==> src/rtl/fetch_pkg.sv <==
// Shared types and constants for the fetch stage: FSM states, reset PC, NOP encoding, PC increment.
package fetch_pkg;

  typedef enum logic [1:0] {
    FETCH    = 2'd0,
    BUFFERED = 2'd1,
    DROP     = 2'd2
  } fetch_state_t;

  localparam logic [31:0] RESET_PC_DEF  = 32'h0000_0000;
  localparam logic [31:0] NOP_INSTR_DEF = 32'h0000_0000;
  localparam logic [31:0] PC_INC        = 32'd4;

endpackage

==> src/rtl/ifid_reg.sv <==
// IF/ID pipeline register: flush beats stall, stall beats load, and an idle cycle inserts a bubble.
module ifid_reg
  import fetch_pkg::*;
#(
  parameter logic [31:0] NOP_INSTR = NOP_INSTR_DEF
) (
  input  logic        clk,
  input  logic        rst,
  input  logic        flush_i,
  input  logic        stall_i,
  input  logic        load_i,
  input  logic [31:0] instr_i,
  input  logic [31:0] pc_i,
  input  logic [31:0] pc_plus4_i,
  output logic        valid_o,
  output logic [31:0] pc_o,
  output logic [31:0] pc_plus4_o,
  output logic [31:0] instr_o
);

  logic        valid_q;
  logic [31:0] pc_q;
  logic [31:0] pc_plus4_q;
  logic [31:0] instr_q;

  always_ff @(posedge clk) begin
    if (rst) begin
      valid_q    <= 1'b0;
      pc_q       <= 32'h0;
      pc_plus4_q <= 32'h0;
      instr_q    <= NOP_INSTR;
    end else if (flush_i) begin
      valid_q <= 1'b0;
      instr_q <= NOP_INSTR;
    end else if (stall_i) begin
      valid_q <= valid_q;
    end else if (load_i) begin
      valid_q    <= 1'b1;
      pc_q       <= pc_i;
      pc_plus4_q <= pc_plus4_i;
      instr_q    <= instr_i;
    end else begin
      // bubble keeps the last PC pair so decode still sees a sane address
      valid_q <= 1'b0;
      instr_q <= NOP_INSTR;
    end
  end

  assign valid_o    = valid_q;
  assign pc_o       = pc_q;
  assign pc_plus4_o = pc_plus4_q;
  assign instr_o    = instr_q;

endmodule

==> src/rtl/fetch_pc_ifid.sv <==
// Fetch stage: PC register, variable-latency imem request FSM with a one-entry skid buffer,
// redirect tracking while a request is in flight, and the IF/ID register.
module fetch_pc_ifid
  import fetch_pkg::*;
#(
  parameter logic [31:0] RESET_PC  = RESET_PC_DEF,
  parameter logic [31:0] NOP_INSTR = NOP_INSTR_DEF
) (
  input  logic        clk,
  input  logic        rst,
  input  logic [31:0] next_pc,
  input  logic        flush,
  input  logic        stall,
  output logic [31:0] pc_plus4,
  output logic        imem_req,
  output logic [31:0] imem_addr,
  input  logic        imem_ready,
  input  logic [31:0] imem_rdata,
  output logic        ifid_valid,
  output logic [31:0] ifid_pc,
  output logic [31:0] ifid_pc_plus4,
  output logic [31:0] ifid_instr
);

  fetch_state_t state_q, state_d;
  logic [31:0]  pc_q, pc_d;
  logic [31:0]  redir_q, redir_d;
  logic [31:0]  skid_q, skid_d;
  logic         deliver;
  logic [31:0]  deliver_instr;

  assign pc_plus4  = pc_q + PC_INC;
  assign imem_addr = pc_q;
  // reset gates the request combinationally so nothing is issued while rst is high
  assign imem_req  = !rst && (state_q != BUFFERED);

  always_comb begin
    state_d       = state_q;
    pc_d          = pc_q;
    redir_d       = redir_q;
    skid_d        = skid_q;
    deliver       = 1'b0;
    deliver_instr = imem_rdata;
    case (state_q)
      FETCH: begin
        if (imem_ready) begin
          if (flush) begin
            pc_d = next_pc;
          end else if (stall) begin
            skid_d  = imem_rdata;
            state_d = BUFFERED;
          end else begin
            deliver = 1'b1;
            pc_d    = next_pc;
          end
        end else if (flush) begin
          redir_d = next_pc;
          state_d = DROP;
        end
      end
      BUFFERED: begin
        if (flush) begin
          pc_d    = next_pc;
          state_d = FETCH;
        end else if (!stall) begin
          deliver       = 1'b1;
          deliver_instr = skid_q;
          pc_d          = next_pc;
          state_d       = FETCH;
        end
      end
      DROP: begin
        // the in-flight request must finish at the old address before redirecting
        if (flush) redir_d = next_pc;
        if (imem_ready) begin
          pc_d    = flush ? next_pc : redir_q;
          state_d = FETCH;
        end
      end
      default: state_d = FETCH;
    endcase
  end

  always_ff @(posedge clk) begin
    if (rst) begin
      state_q <= FETCH;
      pc_q    <= RESET_PC;
      redir_q <= RESET_PC;
      skid_q  <= NOP_INSTR;
    end else begin
      state_q <= state_d;
      pc_q    <= pc_d;
      redir_q <= redir_d;
      skid_q  <= skid_d;
    end
  end

  ifid_reg #(
    .NOP_INSTR (NOP_INSTR)
  ) u_ifid (
    .clk        (clk),
    .rst        (rst),
    .flush_i    (flush),
    .stall_i    (stall),
    .load_i     (deliver),
    .instr_i    (deliver_instr),
    .pc_i       (pc_q),
    .pc_plus4_i (pc_plus4),
    .valid_o    (ifid_valid),
    .pc_o       (ifid_pc),
    .pc_plus4_o (ifid_pc_plus4),
    .instr_o    (ifid_instr)
  );

endmodule

==> config.mk <==
export PLATFORM = sky130hd
export DESIGN_NAME = fetch_pc_ifid
export DESIGN_NICKNAME = d
export VERILOG_FILES = /design/src/rtl/fetch_pkg.sv /design/src/rtl/ifid_reg.sv /design/src/rtl/fetch_pc_ifid.sv
export SDC_FILE = /design/constraint.sdc
export NUM_CORES = 1
export LEC_CHECK = 0
export BUFFER_PORTS_ARGS = -buffer_cell sky130_fd_sc_hd__clkbuf_2
export CAP_MARGIN = 25
export CORE_UTILIZATION = 52
export CTS_CLUSTER_SIZE = 10
export DETAILED_ROUTE_END_ITERATION = 7
export HOLD_SLACK_MARGIN = 0.08
export MAX_ROUTING_LAYER = met4
export PLACE_DENSITY = 0.92
export SYNTH_ARGS = -nofsm -noshare
export SYNTH_HDL_FRONTEND = slang
export SYNTH_SLANG_ARGS = --single-unit
export TNS_END_PERCENT = 100
==> constraint.sdc <==
create_clock -name clk -period 3.4 [get_ports clk]
set_input_delay 0.68 -clock clk [delete_from_list [all_inputs] [get_ports clk]]
set_output_delay 0.68 -clock clk [all_outputs]
set_load 0.005 [all_outputs]
==> impl_metrics.ini, run 1 <==
[run_status]
status = complete, no violations

[layout]
fill_cells = 1215
drive_above_1_share_pct = 28.3
area.growth.synth_to_final_pct = 22.8
design_area_um2 = 9910
nets = 1219
post-route-util_pct = 65.4
antennaDiodeCount = 0

[die]
die_h_um = 127
io_pins = 231
dieWidth_um = 127
core_um2 = 15100
num_rows = 45
initial_core_util_pct = 53.3
die_area_um2 = 16000

[yosys]
syn-cell-area_um2 = 8070
yosysWarnings = 0
synth_top_area_cell = dfxtp_1
synthFlopType = dfxtp_1
synth_seq_cells = 193
ys_types = 47
yosysTopAreaCellShare_pct = 47.9
yosys-top-cells-count = 221 x nand2_1, 193 x dfxtp_1, 102 x a21oi_1
synth_edf_count = 0
ys_async_sr_fraction_pct = 0
syn_nets = 1037
synth_cells = 967
yosysMostFrequentCell = nand2_1
synth_area_leaders = dfxtp_1 48%, nand2_1 10%, a21oi_1 6.3%, mux2_2 4.5%, nor2_1 4.2%
yosysSeqAreaShare_pct = 47.9
syn_avg_cell_area_um2 = 8.34

[timing]
hold_viol = 0
finalCriticalPeriod_ns = 3.31
finalSetupViolCount = 0
fin_ws_ns = 0.0947
finalMaxSlewViolations = 0
min_period_over_period_pct = 97.2
grt_setup_unrepaired = yes
fin_worst_skew_ns = 0.00741
fmax_mhz = 303
max_slew_margin_pct = 32.4
worst_pin_slew_ns = 1.01

[route]
drt-total-wl_um = 22500
wl_per_cell_um = 16.7
drt-pass1-iter-count = 5
drt_iter0_markers = 616
vias_per_cell = 5.73
drc_errors = 0
ant_nets = 0
vias = 7734

[setup_path]
cp-start-kind = register
crit_chain = nand4_1, or4_4, o41ai_1, nand2_1, clkbuf_2
worstPathRequired_ns = 2.72
crit_fanout = 10
crit_family = simple AND/OR/NAND/NOR gates
cpMaxStageDelayCell = or4_4
end_kind = output port
crit_buf_inv = 1
worstPathArrival_ns = 2.63
max_stage_delay_ns = 0.67
worstSetupPathType = register to output port

[global_route]
gr-usage-all-layers_pct = 29.2
grt_pass1_vias = 7137
globalRouteOverflowTotal = 0
grt_pass1_wl_um = 35800
antenna_found_initial = 0
grt_max_degree = 77

[placement]
dpl_cell_area_um2 = 9300
dp_hpwl_um = 15100
io_buffers = 230
gp_routability_congestion = 0.857
pre_cts_ws_ns = 0.468

[clock_tree]
path_clk_slew_ns = 0.07
cts_root_buffer = clkbuf_16
cts.sink_count = 193
cts_tree = yes
numCtsBuffers = 17
cts_buffer_depth = 2
clk_latency_ns = 0.43
htreeDepth = 4

[pwr]
design_power_total_w = 0.00501
peakVddDrop_v = 0.000325
p_per_area_nw_per_um2 = 506
p_leak_nw = 4.03

[min_path]
hp-class = register to register

[job]
drv_cap = 0
routing by layer:
layer / vias to the layer above / track usage [%] / share of wire [%]
met4: 0 / 16.4 / 4.3
li1: 3696 / - / -
met5: - / - / 0
met3: 82 / 5.02 / 6.6
met2: 335 / 45.5 / 47
met1: 3621 / 35.9 / 42
what timing repair did:
action                                  in CTS  in global routing
endpoints found under the setup margin       1                  6
buffers inserted                             0                  2
hold buffers                                 0                  0
endpoints found under the hold margin        0                  0
pin swaps                                    0                  1
resized for setup                            1                  1
cell families (layout without fill, tap and decap cells):
kind of cell    count (synthesis)  in the layout  synth area share, %
mux                            65             65                 8.56
buf+inv                       105            300                 5.15
simple gates                  380            380                 20.4
flops                         193            193                 47.9
fa+ha+maj                       1              1                0.155
compound gates                210            210                 16.4
xor+xnor                       13             13                 1.41
metrics by stage:
stage | hold slack [ns] | TNS (ns) | cells
after floorplan | 0.434 | 0 | 967
after global placement | 0.439 | 0 | 1316
after detailed placement | 0.445 | 0 | 1316
after CTS | 0.454 | 0 | 1348
after global routing | 0.469 | -0.0101 | 1350
final | 0.454 | 0 | 1350
report_power, final:
group          switching, W  internal [W]  leakage, nW  total, W
logic              0.000340      0.000240         2.18  0.000580
clock network      0.000882       0.00110        0.283   0.00198
registers         0.0000968       0.00236         1.57   0.00246
total               0.00132       0.00369         4.03   0.00501
cell usage in the layout, fill, tap and decap left out, drive strengths merged, types with 3 or more instances in the layout:
cell    Yosys  layout
xnor2       8       8
inv        15      20
nand4      13      13
dfxtp     193     193
nor2       91      91
or3         4       4
o31ai       6       6
nor3        4       4
nand2     221     221
buf        10      24
a22oi      32      32
a211oi     38      38
nand3       9       9
mux2       32      32
o21a        3       3
a311oi     14      14
clkinv      0       5
o21ai       8       8
o21bai      3       3
nor4        6       6
mux2i      33      33
xor2        5       5
a21oi     102     102
or4        10      10
nand4b      4       4
clkbuf     80     247
sequential cells by signal, summed over array words and instances (netlist names):
signal	flops
imem_addr	32
u_ifid.pc_o	30
u_ifid.pc_plus4_o	32
u_ifid.instr_o	32
redir_q	32
skid_q	32
state_q	2
u_ifid.valid_o	1
area by class of cell:
type	instances	area, µm²	area share (%)
flip-flops and latches	193	3860	39.0
multi-input cells	669	3820	38.5
repair buffers	253	1350	13.6
clock buffers	18	429	4.33
well taps	188	235	2.37
clock inverters	14	154	1.55
inverters	15	56.3	0.568
worst paths after layout:
path / startpoint / endpoint / slack [ns] / cells after the start
max: imem_addr[8] / pc_plus4[31] / 0.09 / 5
max reg2reg: state_q[0] / u_ifid.pc_plus4_o[12] / 1.07 / 4
min reg2reg: u_ifid.pc_plus4_o[3] / u_ifid.pc_plus4_o[3] / 0.45 / 2
min: u_ifid.pc_plus4_o[3] / u_ifid.pc_plus4_o[3] / 0.45 / 2
tightest hold or removal path, delay by kind of cell (launching register included):
family	cells	cell delay (ns)
and+or+nand+nor	1	0.05
DFF	1	0.31
AOI/OAI and AO/OA	1	0.05
Note: power is estimated with default switching activity, not from simulation.
==> inputs of run 2 (changes only) <==
CTS_CLUSTER_SIZE = 40   (was 10)
SETUP_SLACK_MARGIN = 0.02   (was unset)
clock period = 3.8 ns   (was 3.4 ns; I/O delays follow)
==> impl_metrics.ini, run 2 (synthesis results as in run 1) <==
[layout]
antennaDiodeCount = 0
fill_cells = 1223
post-route-util_pct = 64.6
mostFrequentLayoutCells = 229 x clkbuf_2, 221 x nand2_1, 193 x dfxtp_1
nets = 1209
drive_above_1_share_pct = 27.6
fin_cells = 1340
layout_commonest_cell = clkbuf_2
area.growth.synth_to_final_pct = 21.3
design_area_um2 = 9790

[clock_tree]
cts_hold_buf = 0
clk_latency_ns = 0.43
cts_root_buffer = clkbuf_16
cts_resized = 0
cts_buffer_depth = 2
cts_tree = yes
numCtsBuffers = 17
path_clk_slew_ns = 0.07
htreeDepth = 4
post-cts-setup-buffer-count = 0
cts.sink_count = 193

[timing]
min_period_over_period_pct = 94.5
max_slew_margin_pct = 36.8
grt_setup_unrepaired = no
fmax_mhz = 279
finalMaxSlewViolations = 0
finalSetupTns_ns = 0
fin_worst_skew_ns = 0.00909
finalSetupViolCount = 0
hold_viol = 0
worst_pin_slew_ns = 0.949
finalCriticalPeriod_ns = 3.59

[setup_path]
worstPathArrival_ns = 2.83
worstPathRequired_ns = 3.04
end_kind = output port
max_stage_delay_ns = 0.65
worstSetupPathType = register to output port
crit_top_cell = or4_1
cp-start-kind = register
r2r_cells = 5
crit_fanout = 12
cpMaxStageDelayCell = or4_1
crit_chain = ha_1, nand3_1, or4_1, or4_1, nand2_1, clkbuf_2

[min_path]
hp-class = register to register
hold_depth = 2

[pwr]
design_power_total_w = 0.00441
p_int_w = 0.00324
power_frac_comb_pct = 11.2
peakVddDrop_v = 0.000321
seqPwrFrac_pct = 50.0
switchingPower_w = 0.00117
swShare_pct = 26.5
p_per_area_nw_per_um2 = 451
p_leak_nw = 3.96
p_clk_share_pct = 38.8

[route]
drt_iter0_markers = 602
ant_nets = 0
vias_per_cell = 5.76
wl_per_cell_um = 16.8
vias = 7718
drt-pass1-iter-count = 5
drc_errors = 0
drt-total-wl_um = 22500

[run_status]
status = complete, no violations

[die]
core_um2 = 15100
die_h_um = 127
initial_core_util_pct = 53.3
dieWidth_um = 127
num_rows = 45
io_pins = 231
die_area_um2 = 16000

[global_route]
antenna_found_initial = 0
grt_max_degree = 82
grt_pass1_wl_um = 35100
gr-usage-all-layers_pct = 28.6
globalRouteOverflowTotal = 0
grt_pass1_vias = 6877

[placement]
dp_cells = 1308
dpl_cell_area_um2 = 9220
io_buffers = 230
gp_routability_congestion = 0.879
dp_hpwl_um = 15100

[job]
drv_cap = 0
## run 2: cell types whose count changed in the layout (fill, tap and decap cells not counted), sizes merged
cell / previous run / this run
buf: 24 / 14
bufinv: 2 / 0
clkbuf: 247 / 251
clkinv: 5 / 4
clkinvlp: 2 / 4
inv: 20 / 17
## run 2: worst paths after layout
path                                 to  slack (ns)    startpoint
setup / recovery           pc_plus4[26]        0.21  imem_addr[3]
hold / removal              redir_q[24]        0.45   redir_q[24]
setup reg to reg  u_ifid.pc_plus4_o[28]        1.25  imem_addr[3]
hold reg to reg             redir_q[24]        0.45   redir_q[24]
## run 2: area by class of cell
| class | instances | area (µm²) | share of cell area [%] |
|---|---|---|---|
| clock buffer | 22 | 494 | 5.05 |
| clock inverter | 10 | 75.1 | 0.767 |
| inverter | 15 | 56.3 | 0.575 |
| multi-input combinational | 669 | 3810 | 38.9 |
| sequential | 193 | 3860 | 39.5 |
| tap | 188 | 235 | 2.40 |
| timing repair buffer | 243 | 1250 | 12.8 |
## run 2: metal layers
metal	routed length (µm)	global-route usage, %
met1	9650	35.6
met5	0	-
met2	10500	43.9
met3	1390	6.07
met4	944	14.3
## run 2: power by group through the flow
| stage | combinational [W] | clock [W] | sequential, W |
|---|---|---|---|
| 2_1_floorplan | 0.000296 | 0 | 0.00222 |
| 3_3_place_gp | 0.000477 | 0 | 0.00224 |
| 3_5_place_dp | 0.000488 | 0 | 0.00225 |
| 4_1_cts | 0.000493 | 0.00173 | 0.00220 |
| 5_1_grt | 0.000543 | 0.00183 | 0.00222 |
| 6_report | 0.000494 | 0.00171 | 0.00221 |
## run 2: worst max-delay path, delay by kind of cell (launching register included)
family,cells,cell delay [ns]
buffers and inverters,1,0.11
and+or+nand+nor,4,1.35
adders and majority gates,1,0.43
DFF,1,0.51
## run 2: per-stage QoR
stage / hold slack [ns] / setup slack, ns
6_report: 0.454 / 0.210
5_1_grt: 0.470 / 0.0470
4_1_cts: 0.455 / 0.227
3_5_place_dp: 0.446 / 0.694
3_3_place_gp: 0.439 / 0.769
2_1_floorplan: 0.434 / 1.01
==> inputs of run 3 (changes only) <==
==> constraint.sdc (replaced) <==
create_clock -name clk -period 3.8 [get_ports clk]
set_input_delay 0.19 -clock clk [delete_from_list [all_inputs] [get_ports clk]]
set_output_delay 0.19 -clock clk [all_outputs]
set_load 0.005 [all_outputs]
==> impl_metrics.ini, run 3 (synthesis results as in run 1) <==
[run_status]
status = complete, no violations

[layout]
mostFrequentLayoutCells = 229 x clkbuf_2, 221 x nand2_1, 193 x dfxtp_1
drive_above_1_share_pct = 26.3
layout_commonest_cell = clkbuf_2
antennaDiodeCount = 0
fin_cells = 1407
fill_cells = 1084
nets = 1276
area.growth.synth_to_final_pct = 30.2

[route]
drt-total-wl_um = 25100
vias = 8173
vias_per_cell = 5.81
ant_nets = 0
wl_per_cell_um = 17.8
drc_errors = 0
drt-pass1-iter-count = 6
drt_iter0_markers = 711

[timing]
max_slew_margin_pct = 37.0
grt_setup_unrepaired = no
finalSetupViolCount = 0
worst_pin_slew_ns = 0.945
finalCriticalPeriod_ns = 3.09
fin_worst_skew_ns = 0.0110
finalMaxSlewViolations = 0
hold_viol = 0
fmax_mhz = 324
min_period_over_period_pct = 81.3
finalSetupTns_ns = 0

[global_route]
grt_pass1_vias = 7748
antenna_found_initial = 0
grtUsageMet1_pct = 37.7
globalRouteOverflowTotal = 0
gr-usage-all-layers_pct = 32.4
grt_max_degree = 65
use_met3_pct = 6.54
busiest_layer = met2
grt_use_met2_pct = 52.4
grt_pass1_wl_um = 39600

[min_path]
holdCritStartpoint = rst
hp-class = input port to register

[die]
die_area_um2 = 16000
initial_core_util_pct = 53.3
dieWidth_um = 127
io_pins = 231
die_h_um = 127
core_um2 = 15100
num_rows = 45

[pwr]
peakVddDrop_v = 0.000325
p_leak_nw = 4.28
p_per_area_nw_per_um2 = 444

[setup_path]
crit_path_start = imem_addr[10]
reg2reg_from = imem_addr[10]
cp-start-kind = register
crit_fanout = 10
cpMaxStageDelayCell = or4_1
worstPathRequired_ns = 3.61
end_kind = output port
crit_chain = nand4_1, or4_1, o41ai_1, nand2_1, clkbuf_2
crit_buf_inv = 1
max_stage_delay_ns = 0.81
crit_family = simple AND/OR/NAND/NOR gates
worstSetupPathType = register to output port
worstPathArrival_ns = 2.90

[clock_tree]
clk_latency_ns = 0.43
cts_root_buffer = clkbuf_16
path_clk_slew_ns = 0.07
cts.sink_count = 193
cts_tree = yes
numCtsBuffers = 17
cts_buffer_depth = 2
cts_hold_buf = 65
htreeDepth = 4
cts_resized = 0
post-cts-setup-buffer-count = 0

[placement]
io_buffers = 230
dp_hpwl_um = 15200
gp_routability_congestion = 0.861
dp_cells = 1310

[job]
drv_cap = 0
-- run 3: layout make-up --
| class | count | area [µm²] | share of cell area (%) |
|---|---|---|---|
| Inverter | 15 | 56.3 | 0.536 |
| Clock inverter | 12 | 153 | 1.45 |
| Clock buffer | 20 | 467 | 4.44 |
| Tap cell | 188 | 235 | 2.24 |
| Multi-Input combinational cell | 669 | 3810 | 36.3 |
| Timing Repair Buffer | 310 | 1920 | 18.2 |
| Sequential cell | 193 | 3860 | 36.8 |
-- run 3: report_power, final --
group / internal, W / switching (W)
combinational: 0.000249 / 0.000310
sequential: 0.00211 / 0.000100
clock: 0.00109 / 0.000804
-- run 3: per-stage QoR --
stage / util (%) / hold WS, ns / cell area (µm²) / power, W / setup slack [ns]
after floorplan: - / 0.269 / 8070 / 0.00252 / 1.54
after global placement: 61.0 / 0.425 / 9230 / 0.00272 / 1.35
after detailed placement: 61.0 / 0.432 / 9230 / 0.00274 / 1.26
after CTS: 69.4 / 0.180 / 10500 / 0.00465 / 0.759
after global routing: 69.4 / 0.197 / 10500 / 0.00482 / 0.622
final: 69.4 / 0.185 / 10500 / 0.00467 / 0.712
-- run 3: final timing paths --
path,slack [ns],endpoint,cells past startpoint
worst max-delay path,0.71,pc_plus4[31],5
worst min-delay path,0.18,skid_q[21],2
worst max register to register,1.25,u_ifid.pc_plus4_o[29],4
worst min register to register,0.46,redir_q[21],2
-- run 3: metal layers --
layer / vias up / wire length (µm)
li1: 3796 / -
met1: 3849 / 9840
met2: 417 / 12400
met3: 111 / 1620
met4: 0 / 1160
met5: - / 0
-- run 3: worst reg2reg max path, delay by kind of cell (launching register included) --
family,cells,cell delay [ns]
and+or+nand+nor,3,1.67
AOI/OAI and AO/OA,1,0.27
DFF,1,0.52
